===== src/rtl/contador_pkg.sv =====
// Shared mode encodings and helpers for the
// parametrised up/down/step counter.
package contador_pkg;

  localparam logic [1:0] MODE_UP   = 2'b00;
  localparam logic [1:0] MODE_DOWN = 2'b01;
  localparam logic [1:0] MODE_STEP = 2'b10;
  localparam logic [1:0] MODE_LOAD = 2'b11;

  // All-ones value of a w-bit counter, valid up to 64 bits
  function automatic logic [63:0] max_val(
    input int unsigned w
  );
    if (w >= 64) return '1;
    return (64'd1 << w) - 64'd1;
  endfunction

endpackage


===== src/rtl/contador_next.sv =====
// Next-state logic for contador_param: one WIDTH+1
// adder/subtractor plus wrap/clamp selection.
module contador_next
  import contador_pkg::*;
#(
  parameter int WIDTH    = 4,
  parameter int STEP     = 3,
  parameter int SATURATE = 0
) (
  input  logic [WIDTH-1:0] q_i,
  input  logic [1:0]       mode_i,
  input  logic             enable_i,
  input  logic [WIDTH-1:0] d_i,
  output logic [WIDTH-1:0] next_q_o,
  output logic             next_rco_o,
  output logic             next_load_o
);

  localparam logic [WIDTH-1:0] MAXV =
    WIDTH'(max_val(WIDTH));
  localparam logic [WIDTH:0] STEPW =
    (WIDTH+1)'(STEP);
  localparam logic [WIDTH:0] ONEW =
    (WIDTH+1)'(1);

  logic [WIDTH:0] addend;
  logic [WIDTH:0] sum;
  logic           sub;
  logic           carry;
  logic           is_load;

  always_comb begin
    is_load = (mode_i == MODE_LOAD);
    sub     = (mode_i == MODE_DOWN);
    addend  = (mode_i == MODE_STEP) ? STEPW : ONEW;
    // Top bit is carry when adding, borrow when subtracting
    sum     = sub ? ({1'b0, q_i} - addend)
                  : ({1'b0, q_i} + addend);
    carry   = sum[WIDTH];
  end

  always_comb begin
    next_q_o    = q_i;
    next_rco_o  = 1'b0;
    next_load_o = 1'b0;
    priority case (1'b1)
      is_load: begin
        next_q_o    = d_i;
        next_load_o = 1'b1;
      end
      !enable_i: begin
        next_q_o = q_i;
      end
      carry: begin
        next_rco_o = 1'b1;
        if (SATURATE != 0)
          next_q_o = sub ? '0 : MAXV;
        else
          next_q_o = sum[WIDTH-1:0];
      end
      default: begin
        next_q_o = sum[WIDTH-1:0];
      end
    endcase
  end

endmodule


===== src/rtl/contador_param.sv =====
// Parametrised up/down/step counter with load;
// Q, rco and load are all registered.
module contador_param
  import contador_pkg::*;
#(
  parameter int WIDTH    = 4,
  parameter int STEP     = 3,
  parameter int SATURATE = 0
) (
  input  logic             clk,
  input  logic             reset,
  input  logic             enable,
  input  logic [1:0]       mode,
  input  logic [WIDTH-1:0] D,
  output logic [WIDTH-1:0] Q,
  output logic             rco,
  output logic             load
);

  if (WIDTH < 2 || STEP < 1 ||
      (WIDTH < 32 &&
       longint'(STEP) >= (longint'(1) << WIDTH)))
  begin : g_bad_param
    $fatal(1, "contador_param: illegal WIDTH/STEP");
  end

  logic [WIDTH-1:0] q_q;
  logic [WIDTH-1:0] q_d;
  logic             rco_q;
  logic             rco_d;
  logic             load_q;
  logic             load_d;

  contador_next #(
    .WIDTH    (WIDTH),
    .STEP     (STEP),
    .SATURATE (SATURATE)
  ) u_next (
    .q_i         (q_q),
    .mode_i      (mode),
    .enable_i    (enable),
    .d_i         (D),
    .next_q_o    (q_d),
    .next_rco_o  (rco_d),
    .next_load_o (load_d)
  );

  always_ff @(posedge clk or negedge reset) begin
    if (!reset) begin
      q_q    <= '0;
      rco_q  <= 1'b0;
      load_q <= 1'b0;
    end else begin
      q_q    <= q_d;
      rco_q  <= rco_d;
      load_q <= load_d;
    end
  end

  assign Q    = q_q;
  assign rco  = rco_q;
  assign load = load_q;

endmodule

===== config.mk =====
export PLATFORM = sky130hd
export DESIGN_NAME = contador_param
export DESIGN_NICKNAME = d
export VERILOG_FILES = /design/src/rtl/contador_pkg.sv /design/src/rtl/contador_next.sv /design/src/rtl/contador_param.sv
export SDC_FILE = /design/constraint.sdc
export NUM_CORES = 1
export LEC_CHECK = 0
export CAP_MARGIN = 10
export CORE_AREA = 10 10 47 49
export DETAILED_ROUTE_END_ITERATION = 16
export DIE_AREA = 0 0 57 59
export PLACE_DENSITY_LB_ADDON = 0.25
export SYNTH_ARGS = -nofsm -noshare
export SYNTH_HDL_FRONTEND = slang
export SYNTH_SLANG_ARGS = --single-unit

===== constraint.sdc =====
create_clock -name clk -period 2.1 [get_ports clk]
set_clock_uncertainty 0.2 [all_clocks]
set_input_delay 0.315 -clock clk [delete_from_list [all_inputs] [get_ports clk]]
set_output_delay 0.315 -clock clk [all_outputs]
set_load 0.05 [all_outputs]

==> out/results.txt, run 1 <==
Die Ht: 59 um
CTS Buf Count: 3
Largest net degree at the start of global routing: 8
Seq cells post-synth: 6
Distinct cells, synth: 20
Final setup violation count: 0
Met2 wire length: 480 um
Crit path kind: primary input to register
Synth top cells by count: dfrtp_1 (6), o21ai_0 (5), ha_1 (4), nand2_1 (4), nor2b_1 (3)
Final TNS setup: 0 ps
Worst EP arrival: 1970 ps
Root Buffer: clkbuf_4
Crit path launch type: primary input
Vias: 376
CTS Hold Bufs: 0
Async SR Flop Fraction: 1.00
H-tree levels: 1
YS warnings: 0
Met3 WL: 64 um
Status: finished, final reports clean
Initial DRC Count: 3
Syn_nets: 55
WL met1: 437 um
Worst hold path class: primary input to asynchronous set/reset pin
Final hold viol count: 0
Die Area: 3360 um^2
CTS max path bufs: 2
Critical Path RT: 2030 ps
IO Port Bufs: 14
Reg-to-reg critical path startpoint: Q[0]
Worst hold margin: 107 ps
Core area: 1400 um^2
Die width: 57 um
Total GRT Usage: 0.0639
EDFF count, synth: 0
Inserted Diodes: 0
Place WS: -468 ps
Top layer in use: met4
Placer Congestion: 0.776
Leak: 0.282 nW
CTS Sinks: 6
Register area share after synthesis: 0.366
Period utilisation layout: 0.973
DR pass1 iterations: 4
Mapped Cells: 41
Power Density: 1100 nW/um^2
Drt wl/cell: 12.8 um
Nature of the critical path endpoint: register
Peak supply drop: 0.491 mV
CTS clk-pin slew, worst paths: 50 ps
GRT overflow: 0
Synth top area share: 0.366
Layout Nets: 79
Remaining DRCs: 0
CTS tree: yes
Largest area contributor in the netlist: dfrtp_1
Share of layout cells above drive strength 1: 0.302
Top-count cell post-synth: dfrtp_1
Clock latency on the worst-skew pair: 250 ps
Area Overhead vs Synth: 55.5%
Post-CTS Setup Bufs: 0
Vias in the first global route: 380
First-pass GRT wire length: 1630 um
Slew Limit Fails: 0
Min cycle time layout: 2040 ps
Ranking of synthesized cells by area: dfrtp_1 (37%), ha_1 (12%), o21ai_0 (6.1%), fa_1 (4.9%), nor2b_1 (4.6%)
Hpwl dp: 814 um
CP startpoint: mode[0]
Post-route worst setup slack: 56.8 ps
Crit path max fanout: 2
Syn_area_per_cell: 10.0 um^2
Rel. slew slack: 0.666
Vias per cell: 4.76
Pwr Total: 0.000702 W
Ys flop type: dfrtp_1
Routed WL: 1020 um
Synth Cell Area: 410 um^2
Final core occ: 0.455
Highest Clock Rate: 489 MHz
Worst Max-Slew Pin Slew: 500 ps
Remaining antenna violation count: 0
Initial antenna violation count: 0
Row Count: 14
Max-cap violation count: 0
IO Pins: 15
Initial core utilization: 0.293
worst paths after layout:
path,endpoint,slack (ps),cells past startpoint
setup / recovery,Q[3],60,8
hold / removal,rco,110,1
setup reg to reg,rco,260,5
hold reg to reg,Q[1],470,2
max in group asynchronous,Q[3],1370,1
min in group clk,load,220,2
flip-flops by register name, summed over array words and instances (netlist names):
register and count:
load 1, Q 4, rco 1
power breakdown:
group / internal (W) / switching (W) / leakage, nW
clock network: 0.0000648 / 0.0000445 / 0.0138
registers: 0.000151 / 0.0000552 / 0.0739
logic: 0.000159 / 0.000227 / 0.194
layout make-up:
| class | instances | area (um^2) |
|---|---|---|
| fill | 140 | 763 |
| tap | 16 | 20.0 |
| multi-input combinational | 32 | 269 |
| clock buffer | 3 | 22.5 |
| inverter | 2 | 7.51 |
| timing repair buffer | 20 | 169 |
| sequential | 6 | 150 |
metrics by stage:
| stage | instance area [um^2] | instances |
|---|---|---|
| CTS | 626 | 79 |
| global placement | 601 | 76 |
| floorplan | 410 | 41 |
| detailed placement | 601 | 76 |
| global route | 638 | 79 |
| finish | 638 | 79 |
per-layer routing:
layer  global-route usage  vias to the layer above
li1                     -                      190
met4               0.0503                        0
met1               0.0593                      172
met5                    0                        -
met3               0.0365                        2
met2                0.102                       12
cell families after synthesis:
| group | share of synthesized area |
|---|---|
| mux | 0.0244 |
| compound gates | 0.168 |
| buf+inv | 0.0305 |
| xor+xnor | 0.0640 |
| flops | 0.366 |
| fa+ha+maj | 0.171 |
| simple gates | 0.177 |
cells in the final DEF, fill, tap and decap left out, drive strengths merged:
cell type,n
buf,10
clkdlybuf4s50,8
dfrtp,6
o21ai,5
nand2,4
ha,4
clkbuf,4
nor2b,3
nor3b,2
o31a,2
xor2,2
inv,2
a21oi,2
a31oi,1
o32a,1
mux2i,1
xnor2,1
nand3,1
nor4,1
or2b,1
fa,1
dlygate4sd2,1
worst max-delay path, stage by stage:
cell           delay [ps]
dlygate4sd2_1         270
ha_4                  270
inv_1                  50
ha_1                  280
a21oi_2                50
nor3b_2               160
o31a_1                300
o31a_1                270
repair_timing:
action / CTS / global route
setup endpoints to repair: 3 / 2
pin swaps: 1 / 1
resized for setup: 4 / 5
gates cloned: 0 / 0
hold endpoints to repair: 0 / 0
No activity file was read; power rests on OpenSTA's default activity.
==> inputs of run 2 (changes only) <==
==> constraint.sdc (replaced) <==
create_clock -name clk -period 2.6 [get_ports clk]
set_clock_uncertainty 0.2 [all_clocks]
set_input_delay 0.39 -clock clk [delete_from_list [all_inputs] [get_ports clk]]
set_output_delay 0.39 -clock clk [all_outputs]
set_load 0.05 [all_outputs]
==> run 2 against run 1 <==
- non-clock buffer count decreased by 4
- clock-buffer cell count unchanged
- global-route usage increased by 0.084 points
- sequential share of layout area increased by 1.4 points
- critical endpoint unchanged
- power decreased by 22%
- register-to-register slack improved by 500 ps
- sequential cell count unchanged
- cell count decreased by 5.1%
- cell area decreased by 5.5%
- largest power group unchanged
==> out/results.txt, run 2 (same netlist as run 1, synthesis figures left out) <==
Reg2reg setup slack: 760 ps
Remaining antenna violation count: 0
First-pass GRT wire length: 1690 um
Die Ht: 59 um
IO Port Bufs: 14
Crit path kind: primary input to register
Die Area: 3360 um^2
IO Pins: 15
Hpwl dp: 796 um
Post-CTS resize count: 0
Final hold viol count: 0
Worst Max-Slew Pin Slew: 500 ps
Min cycle time layout: 2390 ps
Routed WL: 917 um
Non-filler cells, final: 75
Core area: 1400 um^2
Initial DRC Count: 3
Max-cap violation count: 0
Place WS: -48.9 ps
Nature of the critical path endpoint: register
Root Buffer: clkbuf_4
Largest register FFs: 4
Drt wl/cell: 12.2 um
Status: finished, final reports clean
Worst EP arrival: 2320 ps
CTS clk-pin slew, worst paths: 40 ps
GRT overflow: 0
Max incr delay on CP: 470 ps
CTS Hold Bufs: 0
Die width: 57 um
RSZ-0062 raised after global routing: false
CTS tree: yes
Highest Clock Rate: 418 MHz
Crit path launch type: primary input
CTS Buf Count: 3
Final setup violation count: 0
Vias: 361
DR pass1 iterations: 3
Rel. slew slack: 0.666
Reg2reg end: rco
Critical Path RT: 2520 ps
Post-route worst setup slack: 207 ps
Met3 usage: 0.0386
Power Density: 912 nW/um^2
Clock latency on the worst-skew pair: 240 ps
Post-CTS Setup Bufs: 0
Most frequent cells in the layout: clkdlybuf4s50_1 (14), dfrtp_1 (6), o21ai_0 (5), nand2_1 (4), ha_1 (4)
Total GRT Usage: 0.0648
Period utilisation layout: 0.921
Row Count: 14
Vias in the first global route: 388
GR Util met1: 0.0592
Initial core utilization: 0.293
Initial antenna violation count: 0
Layout Nets: 75
Placer Congestion: 0.732
Reg-to-reg critical path startpoint: Q[0]
GR peak layer: met2
CTS Sinks: 6
Cell family with most CP delay: compound AO/OA/AOI/OAI gates
Placed Cells: 72
Setup crit end: Q[3]
Met2 Use GR: 0.109
Most common cell after layout, fill and taps aside: clkdlybuf4s50_1
WP buf/inv: 3
Worst r2r path cells: 5
Crit path cell chain: clkdlybuf4s50_1 > inv_1 > ha_1 > inv_1 > ha_1 > a21oi_1 > o21ai_0 > o31a_1 > o31a_1
Largest net degree at the start of global routing: 11
Leak: 0.255 nW
CP startpoint: mode[1]
H-tree levels: 1
CP max stage cell: clkdlybuf4s50_1
CTS max path bufs: 2
Area Overhead vs Synth: 47.0%
Inserted Diodes: 0
Crit path max fanout: 2
Slew Limit Fails: 0
Remaining DRCs: 0
Vias per cell: 4.81
Peak supply drop: 0.456 mV
Worst hold path class: primary input to asynchronous set/reset pin
Share of layout cells above drive strength 1: 0.102
Final core occ: 0.430
CP Depth: 9
## run 2: worst min path at each step
stage,end,depth (start not counted),from
after floorplan,Q[0],0,reset
after global placement,load,1,reset
after detailed placement,load,1,reset
after CTS,rco,1,reset
after global routing,rco,1,reset
final,rco,1,reset
## run 2: power breakdown
part	internal (W)	switching (W)	leakage [nW]
registers	0.000122	0.0000412	0.0739
clock network	0.0000521	0.0000317	0.0138
logic	0.000124	0.000179	0.167
## run 2: area by class of cell
type                    count  area [um^2]
fillers                   146          798
clock buffers               3         22.5
inverters                   2         7.51
well taps                  16         20.0
repair buffers             16          155
flip-flops and latches      6          150
multi-input cells          32          248
## run 2: stage by stage
stage / cell area, um^2 / hold WS, ps / total power [W] / setup TNS (ps)
2_1_floorplan: 410 / -106 / 0.000366 / 0
3_3_place_gp: 581 / 457 / 0.000468 / -46.2
3_5_place_dp: 581 / 456 / 0.000474 / -62.5
4_1_cts: 603 / 194 / 0.000561 / 0
5_1_grt: 603 / 197 / 0.000600 / 0
6_report: 603 / 186 / 0.000550 / 0
## run 2: worst register-to-register path, cell delays in order (launching register included)
cell	delay, ps
dfrtp_1	430
fa_1	480
nor2b_1	130
a21oi_1	50
o32a_1	320
nor3b_2	160
## run 2: per-layer routing
| metal | up-vias | routed length [um] |
|---|---|---|
| met1 | 162 | 380 |
| li1 | 185 | - |
| met4 | 0 | 21 |
| met2 | 12 | 443 |
| met3 | 2 | 71 |
| met5 | - | 0 |
